### src/rtl/hex_display_ctrl.sv
// Registered seven-segment controller: shadow-latched hex value, leading-zero
// blanking and per-digit blinking on a programmable half-period.
module hex_display_ctrl #(
    parameter int unsigned DIGITS    = 6,
    parameter int unsigned BLINK_DIV = 25000000
) (
    input  logic                  CLOCK_50,
    input  logic                  resetn,
    input  logic                  load,
    input  logic [4*DIGITS-1:0]   data,
    input  logic                  blank_lz,
    input  logic                  blink_en,
    input  logic [DIGITS-1:0]     blink_mask,
    output logic [7*DIGITS-1:0]   seg,
    output logic                  blink_phase
);

    localparam int unsigned CNT_W = (BLINK_DIV > 1) ? $clog2(BLINK_DIV) : 1;
    localparam logic [CNT_W-1:0] CNT_MAX = CNT_W'(BLINK_DIV - 1);
    localparam logic [6:0] SEG_DARK = 7'h7F;

    logic [4*DIGITS-1:0] shadow;
    logic [CNT_W-1:0]    cnt;
    logic [DIGITS-1:0]   lz_blank;
    logic [DIGITS-1:0]   blink_blank;
    logic [7*DIGITS-1:0] seg_next;
    logic                zeros_above;

    // Active-low hex glyphs, bit 0 = segment a.
    function automatic logic [6:0] hex_to_seg(input logic [3:0] nib);
        logic [6:0] pat;
        case (nib)
            4'h0: pat = 7'h40;
            4'h1: pat = 7'h79;
            4'h2: pat = 7'h24;
            4'h3: pat = 7'h30;
            4'h4: pat = 7'h19;
            4'h5: pat = 7'h12;
            4'h6: pat = 7'h02;
            4'h7: pat = 7'h78;
            4'h8: pat = 7'h00;
            4'h9: pat = 7'h18;
            4'hA: pat = 7'h08;
            4'hB: pat = 7'h03;
            4'hC: pat = 7'h46;
            4'hD: pat = 7'h21;
            4'hE: pat = 7'h06;
            default: pat = 7'h0E;
        endcase
        return pat;
    endfunction

    // A digit is a leading zero when it and every digit above it are zero;
    // digit 0 always stays lit so a zero value still shows one "0".
    always_comb begin
        lz_blank    = '0;
        zeros_above = 1'b1;
        for (int k = int'(DIGITS) - 1; k >= 0; k--) begin
            zeros_above = zeros_above && (shadow[4*k +: 4] == 4'h0);
            if (k != 0) begin
                lz_blank[k] = blank_lz && zeros_above;
            end
        end
    end

    assign blink_blank = (blink_en && blink_phase) ? blink_mask : '0;

    always_comb begin
        seg_next = '0;
        for (int k = 0; k < int'(DIGITS); k++) begin
            seg_next[7*k +: 7] = (lz_blank[k] || blink_blank[k]) ? SEG_DARK
                                                                 : hex_to_seg(shadow[4*k +: 4]);
        end
    end

    always_ff @(posedge CLOCK_50) begin
        if (!resetn) begin
            shadow      <= '0;
            cnt         <= '0;
            blink_phase <= 1'b0;
            seg         <= '1;
        end else begin
            if (load) begin
                shadow <= data;
            end
            if (!blink_en) begin
                cnt         <= '0;
                blink_phase <= 1'b0;
            end else if (cnt == CNT_MAX) begin
                cnt         <= '0;
                blink_phase <= ~blink_phase;
            end else begin
                cnt <= cnt + CNT_W'(1);
            end
            seg <= seg_next;
        end
    end

endmodule

### config.mk
export PLATFORM = sky130hd
export DESIGN_NAME = hex_display_ctrl
export DESIGN_NICKNAME = d
export VERILOG_FILES = /design/src/rtl/hex_display_ctrl.sv
export SDC_FILE = /design/constraint.sdc
export NUM_CORES = 1
export LEC_CHECK = 0
export ABC_AREA = 0
export ABC_CLOCK_PERIOD_IN_PS = 5900
export CAP_MARGIN = 10
export CORE_UTILIZATION = 45
export DETAILED_ROUTE_END_ITERATION = 16
export MAX_ROUTING_LAYER = met4
export PLACE_DENSITY = 0.7
export SLEW_MARGIN = 5
export SYNTH_ARGS = -nofsm -noshare
export SYNTH_HDL_FRONTEND = slang
export SYNTH_SLANG_ARGS = --single-unit
export TNS_END_PERCENT = 1
### constraint.sdc
create_clock -name CLOCK_50 -period 5.9 [get_ports CLOCK_50]
set_input_delay 0.59 -clock CLOCK_50 [delete_from_list [all_inputs] [get_ports CLOCK_50]]
set_output_delay 0.59 -clock CLOCK_50 [all_outputs]
set_load 0.05 [all_outputs]
==> metrics.md, run 1 <==
| Metric | Value |
|---|---|
| Placed cell area | 5220 um^2 |
| Mapped Area | about 4400 um^2 |
| Layout Skew | 0.0126 ns |
| Worst Max-Slew Pin Slew | 1.04 ns |
| Via total after detailed routing | 3667 |
| Drt pass-1 iters | 4 |
| Via density | 5.29 |
| Status | completed |
| Syn-to-layout area delta | 24.4% |
| TritonCTS Buffers | 9 |
| Commonest non-fill, non-tap cell in the layout | dfxtp_1 |
| Final Hold Fails | 0 |
| Pins Over Slew Limit | 0 |
| Inserted Diodes | 0 |
| Die width | a little over 100 um |
| Clock root buffer | clkbuf_8 |
| Setup TNS | 0 ns |
| Resize count post-CTS | 0 |
| Yosys warning total | 0 |
| Worst Path Class, Setup | in -> reg |
| Buffers and inverters on the worst path | 2 |
| Critical Path AT | between 3 and 4 ns |
| Ys async rst share | 0% |
| Starting Density | 47.0% |
| Max stage delay on crit path | 0.91 ns |
| Pin count of the biggest net entering global routing | 28 |
| Slew headroom | 30.5% |
| Area leader, netlist | dfxtp_1 |
| Number of routed nets with antenna violations | 0 |
| Worst-path cell chain | clkdlybuf4s50_1 -> clkinv_1 -> a221oi_1 -> o311ai_0 |
| Final Cell Area | 5460 um^2 |
| Postcts setup bufs | 0 |
| Die area | 10100 um^2 |
| Min Tclk post-route | 2.93 ns |
| Grt total ovfl | 0 |
| WL per Instance | 13.7 um |
| Synth top area cells | dfxtp_1 42%, ha_1 7.4%, mux2i_1 6.2% |
| Layout cells sized above 1 | between 4 and 5% |
| Worst endpoint required time | 6.09 ns |
| DRC | 0 |
| Crit path launch type | primary input |
| Fmax | 0.341 GHz |
| CP Capture Type | flop |
| Synth top area share | a little over two fifths |
| Hold buffer count at cts | 0 |
| Maximum clock path buffer count | 2 |
| Worst-path clk slew | 0.09 ns |
| Slowest cell on crit path | a221oi_1 |
| Top layer in use | met4 |
| Antenna violations before repair | 0 |
| Final estimated routing congestion in global placement | 0.912 |
| Worst-Skew Late Latency | 0.36 ns |
| Post-DP HPWL | 6870 um |
| Hold Slack | 0.485 ns |
| Pre-CTS worst setup slack | 2.60 ns |
| Crit-path max FO | 27 |
| Yosys cell types | 44 |
| Tot Pwr | between 0.001 and 0.0015 W |
| Io pins | 78 |
| CTS sink cnt | 92 |
| Static leakage | 2.02 nW |
| Nets | between 600 and 700 |
| First-pass GRT wire length | around 15000 um |
| Number of synthesized flops with an enable pin | 0 |
| Vias in the first global route | around 3300 |
| Hold crit path type | reg -> reg |
| Unrepaired setup endpoints after global routing | false |
| # rows | 35 |
| GRT Overall Usage | between 20% and 30% |
| Highest-count cells in the layout ignoring fill and taps | 92 x dfxtp_1, 77 x clkdlybuf4s50_1, 59 x nor2_1 |
| Max-cap violations | 0 |
| Die height | 101 um |
| Endpoints failing setup | 0 |
| Met1 WL | 4320 um |
| Top FF cell, synth | dfxtp_1 |
| Port buffer count | 77 |
| Worst setup margin | 2.97 ns |
| Routed WL | around 9500 um |
| Power Density | 272 nW/um^2 |
| Iteration-0 DRC Markers | 139 |
| H-tree Lvls | 3 |
| Core box area | 9330 um^2 |
| Mapped Avg Cell Area | 8.86 um^2 |
| CP delay by family, top | buffers and inverters |
| Part of the cycle the worst path needs | 49.7% |
| Met2 Routed Length | 4640 um |
| Mapped Cells | 495 |
| Syn_nets | 556 |
| Peak supply drop | approximately 0.12 mV |
| Sequential share of the synthesized area | 42.0% |
| Met3 WL | 425 um |
| Yosys reg bits | 92 |
| CTS tree | done |
==> state kept, by name, indices dropped and copies added, names as in the netlist <==
signal / count
cnt: 25
seg: 42
blink_phase: 1
shadow: 24
==> worst register-to-register path, stage by stage, from the launching register on <==
cell and delay, ns:
dfxtp_1 0.41, ha_1 0.27, nand2_1 0.09, or4_1 0.50, o311ai_4 0.87, nor2_1 0.13
==> synthesized netlist by cell type (6+ instances only) <==
master / n
a21o_1: 6
mux2i_1: 27
nand2b_1: 9
xnor2_1: 6
o211ai_1: 21
o31ai_1: 7
dfxtp_1: 92
inv_1: 24
or4_1: 7
nor2b_1: 11
nand3_1: 18
o311ai_0: 19
clkbuf_1: 19
ha_1: 26
or3_1: 9
nor2_1: 59
o21ai_0: 21
nand2_1: 41
and3_1: 10
a21oi_1: 20
==> cells by family after synthesis <==
| kind of cell | after synthesis | share of synthesized area [%] |
|---|---|---|
| mux | 29 | 6.67 |
| fa+ha+maj | 26 | 7.41 |
| xor+xnor | 11 | 2.20 |
| compound gates | 99 | 15.7 |
| flops | 92 | 42.0 |
| buf+inv | 50 | 4.53 |
| simple gates | 188 | 21.5 |
==> power breakdown <==
group / internal [W] / switching (W)
clock: 0.000274 / 0.000218
sequential: 0.000660 / 0.0000308
combinational: 0.000116 / 0.000184
==> metrics by stage <==
step / std cells / util, %
after floorplan: 495 / -
after global placement: 677 / 56.0
after detailed placement: 677 / 56.0
after CTS: 693 / 58.5
after global routing: 693 / 58.5
final: 693 / 58.5
==> path summary, 6_finish.rpt <==
kind	slack, ns	end	start	depth (start not counted)
max	2.97	seg[34]	resetn	4
min	0.49	cnt[24]	cnt[24]	2
max reg2reg	3.49	cnt[7]	cnt[0]	5
min reg2reg	0.49	cnt[24]	cnt[24]	2
==> routing by layer <==
layer  track usage (%)  up-vias
met3              3.19        9
met4              8.03        0
met5                 -        -
li1                  -     1871
met2              33.4       85
met1              24.2     1702
==> layout make-up <==
class / instances / area, um^2
well taps: 129 / 161
repair buffers: 78 / 778
clock buffers: 13 / 169
flip-flops and latches: 92 / 1840
fillers: 842 / 3870
inverters: 25 / 93.8
clock inverters: 3 / 67.6
multi-input cells: 353 / 2350
Note: power is estimated with default switching activity, not from simulation.
==> inputs of run 2 (changes only) <==
--- a/config.mk
+++ b/config.mk
@@ -6,12 +6,12 @@
 export NUM_CORES = 1
 export LEC_CHECK = 0
 export ABC_AREA = 0
-export ABC_CLOCK_PERIOD_IN_PS = 5900
+export ABC_CLOCK_PERIOD_IN_PS = 2400
 export CAP_MARGIN = 10
 export CORE_UTILIZATION = 45
 export DETAILED_ROUTE_END_ITERATION = 16
 export MAX_ROUTING_LAYER = met4
-export PLACE_DENSITY = 0.7
+export PLACE_DENSITY = 0.73
 export SLEW_MARGIN = 5
 export SYNTH_ARGS = -nofsm -noshare
 export SYNTH_HDL_FRONTEND = slang
==> constraint.sdc (replaced) <==
create_clock -name CLOCK_50 -period 2.4 [get_ports CLOCK_50]
set_input_delay 0.24 -clock CLOCK_50 [delete_from_list [all_inputs] [get_ports CLOCK_50]]
set_output_delay 0.24 -clock CLOCK_50 [all_outputs]
set_load 0.05 [all_outputs]
==> run 2 against run 1 <==
First-iteration DRC count increased by 8.6%. Non-clock buffer count increased by 7. Critical path depth increased by 1. Critical path type is now reg -> reg. Largest cell class unchanged. Highest routed layer unchanged.
==> metrics.md, run 2 (same netlist as run 1, synthesis figures left out) <==
| Metric | Value |
|---|---|
| Status | completed |
| Via density | 5.32 (+0.51%) |
| Clock power share | 32.0% (-1.2 points) |
| Post-DP HPWL | 7020 um (+2.2%) |
| # rows | 35 (unchanged) |
| TritonCTS Buffers | 9 (unchanged) |
| P_int | 0.00253 W (+140%) |
| Worst-Skew Late Latency | 0.36 ns (about the same) |
| Maximum clock path buffer count | 2 (unchanged) |
| DRC | 0 (unchanged) |
| Min Tclk post-route | 2.12 ns |
| Hold crit path type | reg -> reg |
| Final Hold Fails | 0 (unchanged) |
| Nets | 627 (+1.1%) |
| Fmax | 0.472 GHz |
| Die width | 101 um (unchanged) |
| R2R setup slack | 0.28 ns (-3.21 ns) |
| Highest-count cells in the layout ignoring fill and taps | 92 x dfxtp_1, 77 x clkdlybuf4s50_1, 59 x nor2_1 |
| Hold buffer count at cts | 0 (unchanged) |
| Endpoints failing setup | 0 (unchanged) |
| Part of the cycle the worst path needs | 88.3% |
| Sequential Power Share | 47.2% (+0.6 points) |
| Number of routed nets with antenna violations | 0 (unchanged) |
| Worst-path clk slew | 0.09 ns (about the same) |
| Critical path origin | cnt[0] |
| Final estimated routing congestion in global placement | 0.902 (-1.1%) |
| Clock root buffer | clkbuf_8 |
| Worst r2r path cells | 5 (unchanged) |
| GRT Max-Usage Layer | met2 |
| Die area | 10100 um^2 (unchanged) |
| Inserted Diodes | 0 (unchanged) |
| Max FFs per register | 42 (unchanged) |
| NetSw | 0.00107 W (+150%) |
| Via total after detailed routing | 3723 (+1.5%) |
| RR Startpoint | cnt[0] |
| Biggest regs | seg (42), cnt (25), shadow (24) |
| CTS sink cnt | 92 (unchanged) |
| Pin count of the biggest net entering global routing | 26 (-7.1%) |
| Switching Fraction | 29.6% (+0.46 points) |
| Crit-path max FO | 13 (-52%) |
| Critical Path AT | 2.41 ns (-0.71 ns) |
| Grt total ovfl | 0 (unchanged) |
| Worst-path cell chain | ha_1 -> and3_1 -> or4b_4 -> or4_1 -> a21oi_1 |
| Slowest cell on crit path | or4b_4 |
| Max-cap violations | 0 (unchanged) |
| Vias in the first global route | 3408 (+2.6%) |
| Commonest non-fill, non-tap cell in the layout | dfxtp_1 |
| Crit path launch type | flop |
| Worst Path Class, Setup | reg -> reg |
| Max stage delay on crit path | 0.56 ns (-0.35 ns) |
| H-tree Lvls | 3 (unchanged) |
| Worst setup path end | cnt[22] |
| Unrepaired setup endpoints after global routing | false |
| GRT Overall Usage | 19.9% (-0.10 points) |
| Port buffer count | 77 (unchanged) |
| Setup TNS | 0 ns (unchanged) |
| Peak supply drop | 0.310 mV (+170%) |
| M1 GR Usage | 23.8% (-0.35 points) |
| Starting Density | 47.0% (unchanged) |
| Antenna violations before repair | 0 (unchanged) |
| Pins Over Slew Limit | 0 (unchanged) |
| Syn-to-layout area delta | 25.4% |
| Die height | 101 um (unchanged) |
| Routed WL | 9400 um (-1.1%) |
| Slew headroom | 63.4% (+33 points) |
| Gate power share | 20.8% (+0.6 points) |
| Tot Pwr | 0.00360 W (+140%) |
| Drt pass-1 iters | 5 (+1) |
| Worst endpoint required time | 2.69 ns (-3.40 ns) |
| Worst r2r dst | cnt[22] |
| Largest Register | seg |
| Post-layout util | 59.0% (+0.48 points) |
| First-pass GRT wire length | 15400 um (-0.23%) |
| CP Capture Type | flop |
| Worst Max-Slew Pin Slew | 0.549 ns (-0.491 ns) |
| Worst setup margin | 0.281 ns (-2.68 ns) |
| Met3 GRT Util | 4.44% (+1.2 points) |
| Static leakage | 2.06 nW (+1.8%) |
| Grt met2 use | 32.6% (-0.79 points) |
| Layout cells sized above 1 | 5.78% (+1.5 points) |
| WL per Instance | 13.4 um (-2.1%) |
| Power Density | 654 nW/um^2 (+140%) |
| CTS tree | done |
| Pre-CTS worst setup slack | 0.161 ns (-2.44 ns) |
| Layout Skew | 0.0132 ns (+0.000636 ns) |
| Iteration-0 DRC Markers | 151 (+8.6%) |
| Core box area | 9330 um^2 (unchanged) |
| Io pins | 78 (unchanged) |
[run 2: area by class of cell]
| class | instances | area [um^2] |
|---|---|---|
| well taps | 129 | 161 |
| multi-input cells | 353 | 2350 |
| repair buffers | 85 | 831 |
| flip-flops and latches | 92 | 1840 |
| inverters | 25 | 93.8 |
| clock inverters | 6 | 87.6 |
| fillers | 821 | 3820 |
| clock buffers | 10 | 138 |
[run 2: power groups by stage]
| stage | clock network [W] | logic [W] | registers, W |
|---|---|---|---|
| after floorplan | 0 | 0.000253 | 0.00196 |
| after global placement | 0 | 0.000741 | 0.00173 |
| after detailed placement | 0 | 0.000751 | 0.00173 |
| after CTS | 0.00118 | 0.000753 | 0.00170 |
| after global routing | 0.00126 | 0.000804 | 0.00171 |
| final | 0.00115 | 0.000749 | 0.00170 |
[run 2: critical path, delay by kind of cell (launching register included)]
family / cells / cell delay (ns)
AND/OR/NAND/NOR: 3 / 1.26
adder cells (fa/ha/maj): 1 / 0.24
flip-flops: 1 / 0.41
AO/OA/AOI/OAI: 1 / 0.16
[run 2: what timing repair did]
item                                    4_1_cts  5_1_grt
buffers inserted                              0        0
endpoints found under the setup margin        0        1
gates resized for setup                       0        1
[run 2: worst min path at each step]
stage,from,endpoint,slack [ns],depth (start not counted)
after floorplan,resetn,blink_phase,0.36,2
after global placement,cnt[0],cnt[0],0.46,1
after detailed placement,cnt[24],cnt[24],0.47,2
after CTS,data[17],shadow[17],0.49,3
after global routing,data[17],shadow[17],0.49,3
final,cnt[24],cnt[24],0.49,2
[run 2: stage by stage]
step           cells  hold WS [ns]  area [um^2]
6_report         700         0.492         5500
4_1_cts          700         0.485         5500
3_3_place_gp     684         0.457         5280
5_1_grt          700         0.486         5500
3_5_place_dp     684         0.474         5280
2_1_floorplan    495         0.356         4390
[run 2: routing by layer]
metal | vias to the layer above | wire, um | part of all wire (%)
met2 | 99 | 4530 | 48
met1 | 1724 | 4300 | 46
met3 | 11 | 411 | 4.4
li1 | 1889 | - | -
met4 | 0 | 163 | 1.7
met5 | - | 0 | 0
==> inputs of run 3 (changes only) <==
--- a/config.mk
+++ b/config.mk
@@ -12,6 +12,7 @@
 export DETAILED_ROUTE_END_ITERATION = 16
 export MAX_ROUTING_LAYER = met4
 export PLACE_DENSITY = 0.73
+export REMOVE_ABC_BUFFERS = 1
 export SLEW_MARGIN = 5
 export SYNTH_ARGS = -nofsm -noshare
 export SYNTH_HDL_FRONTEND = slang
==> run 3 against run 2 <==
Clock power is 11% lower. Clock skew is 0.0046 ns lower. Core utilization is 0.50 points lower. Wire length is 0.74% lower. Sequential power hardly changed. Worst setup slack worse by 0.11 ns. Global-route usage is 0.16 points lower. Non-clock buffer count is 1 lower. First-iteration DRC count is 13% lower. Flip-flop and latch count stayed put. Cell count is 0.29% lower. Critical endpoint unchanged.
==> metrics.md, run 3 (same netlist as run 1, synthesis figures left out) <==
| Metric | Value |
|---|---|
| Status | completed |
| NetSw | 0.00107 W (+0.23%) |
| Clock root buffer | clkbuf_8 |
| WL per Instance | 13.4 um (-0.46%) |
| Final Cell Area | 5460 um^2 (-0.84%) |
| Met3 GRT Util | 3.05% (-1.4 points) |
| Peak supply drop | 0.328 mV (+5.8%) |
| Power Density | 634 nW/um^2 (-3.0%) |
| CP Capture Type | flop |
| Crit-path max FO | 13 (unchanged) |
| Slew headroom | 57.9% (-5.5 points) |
| Critical Path AT | 2.51 ns (+0.10 ns) |
| Layout cells sized above 1 | 5.27% (-0.51 points) |
| Drt pass-1 iters | 5 (unchanged) |
| Min-delay src | cnt[0] |
| Final Hold Fails | 0 (unchanged) |
| Via density | 5.32 (about the same) |
| Final estimated routing congestion in global placement | 0.923 (+2.3%) |
| Worst setup margin | 0.171 ns (-0.109 ns) |
| H-tree Lvls | 3 (unchanged) |
| Highest-count cells in the layout ignoring fill and taps | 92 x dfxtp_1, 77 x clkdlybuf4s50_1, 59 x nor2_1 |
| M1 GR Usage | 23.7% (-0.14 points) |
| FF+latch area | 1840 um^2 (unchanged) |
| CTS tree | done |
| Die width | 101 um (unchanged) |
| Largest Register | seg |
| Multi-input logic area | 2350 um^2 (-0.16%) |
| GRT Overall Usage | 19.7% (-0.16 points) |
| Setup TNS | 0 ns (unchanged) |
| Syn-to-layout area delta | 24.4% |
| DRC | 0 (unchanged) |
| Worst-Skew Late Latency | 0.35 ns (about the same) |
| Biggest regs | seg (42), cnt (25), shadow (24) |
| RR Startpoint | cnt[0] |
| Min Tclk post-route | 2.23 ns (+0.109 ns) |
| Hold crit path type | reg -> reg |
| Max-cap violations | 0 (unchanged) |
| Fill cells | 841 (+2.4%) |
| # rows | 35 (unchanged) |
| Postcts setup bufs | 0 (unchanged) |
| Maximum clock path buffer count | 2 (unchanged) |
| Fmax | 0.449 GHz (-4.9%) |
| Pre-CTS worst setup slack | 0.190 ns (+0.0289 ns) |
| Endpoints failing setup | 0 (unchanged) |
| Inserted Diodes | 0 (unchanged) |
| Die height | 101 um (unchanged) |
| GRT Max-Usage Layer | met2 |
| Core box area | 9330 um^2 (unchanged) |
| Clock power share | 29.4% (-2.6 points) |
| Starting Density | 47.0% (unchanged) |
| Port buffer count | 77 (unchanged) |
| Post-DP HPWL | 6840 um (-2.5%) |
| Iteration-0 DRC Markers | 132 (-13%) |
| Part of the cycle the worst path needs | 92.9% (+4.6 points) |
| Unrepaired setup endpoints after global routing | false |
| Grt total ovfl | 0 (unchanged) |
| Worst endpoint required time | 2.68 ns (about the same) |
| Nets | 626 (-0.16%) |
| Worst-path clk slew | 0.08 ns (about the same) |
| P_int | 0.00239 W (-5.6%) |
| Die area | 10100 um^2 (unchanged) |
| Switching Fraction | 30.9% (+1.3 points) |
| Pin count of the biggest net entering global routing | 26 (unchanged) |
| Number of routed nets with antenna violations | 0 (unchanged) |
| Worst Max-Slew Pin Slew | 0.623 ns (+0.0741 ns) |
| Pins Over Slew Limit | 0 (unchanged) |
| CTS sink cnt | 92 (unchanged) |
| Sequential Power Share | 48.9% (+1.7 points) |
| Vias in the first global route | 3454 (+1.3%) |
| Max FFs per register | 42 (unchanged) |
| Via total after detailed routing | 3712 (-0.30%) |
| Hold buffer count at cts | 0 (unchanged) |
| Layout Skew | 0.00862 ns (-0.00461 ns) |
| TritonCTS Buffers | 9 (unchanged) |
| Critical path origin | cnt[0] |
| Io pins | 78 (unchanged) |
| Crit path launch type | flop |
| Commonest non-fill, non-tap cell in the layout | dfxtp_1 |
| Antenna violations before repair | 0 (unchanged) |
| First-pass GRT wire length | 15600 um (+0.94%) |
| Static leakage | 2.02 nW (-1.7%) |
| Gate power share | 21.6% (+0.8 points) |
| Worst Path Class, Setup | reg -> reg |
| Grt met2 use | 33.6% (+1.0 points) |
| Placed cell area | 5270 um^2 (-0.14%) |
| Routed WL | 9330 um (-0.74%) |
| Resize count post-CTS | 0 (unchanged) |
-- run 3: metrics by stage --
step                      power [W]  hold WS (ns)  utilization, %  std cells
after floorplan             0.00219         0.356               -        470
after global placement      0.00247         0.458            56.5        683
after detailed placement    0.00248         0.469            56.5        683
after CTS                   0.00349         0.484            58.5        698
after global routing        0.00363         0.500            58.5        698
final                       0.00346         0.479            58.5        698
-- run 3: final cells by class --
type	count	area share, %
Multi-Input combinational cell	353	43.0
Sequential cell	92	33.7
Timing Repair Buffer	84	15.1
Tap cell	129	2.96
Clock buffer	9	2.27
Inverter	25	1.72
Clock inverter	6	1.22
-- run 3: power groups by stage --
stage	registers (W)	clock network [W]	logic, W
after floorplan	0.00198	0	0.000216
after global placement	0.00173	0	0.000739
after detailed placement	0.00173	0	0.000750
after CTS	0.00169	0.00105	0.000752
after global routing	0.00171	0.00112	0.000803
final	0.00169	0.00102	0.000748
-- run 3: path summary, 6_finish.rpt --
path	endpoint	slack (ns)	cells after the start
max	cnt[22]	0.17	5
min	cnt[0]	0.48	1
max reg2reg	cnt[22]	0.17	5
min reg2reg	cnt[0]	0.48	1
-- run 3: per-layer routing --
layer  vias up  wire length, um
li1       1894                -
met5         -                0
met1      1713             4230
met3        10              424
met4         0              134
met2        95             4540
-- run 3: worst max-delay path, stage by stage (launching register included) --
cell and delay [ns]:
dfxtp_1 0.39, ha_1 0.24, and3_1 0.21, or4b_1 0.65
or4_1 0.53, a21oi_1 0.15
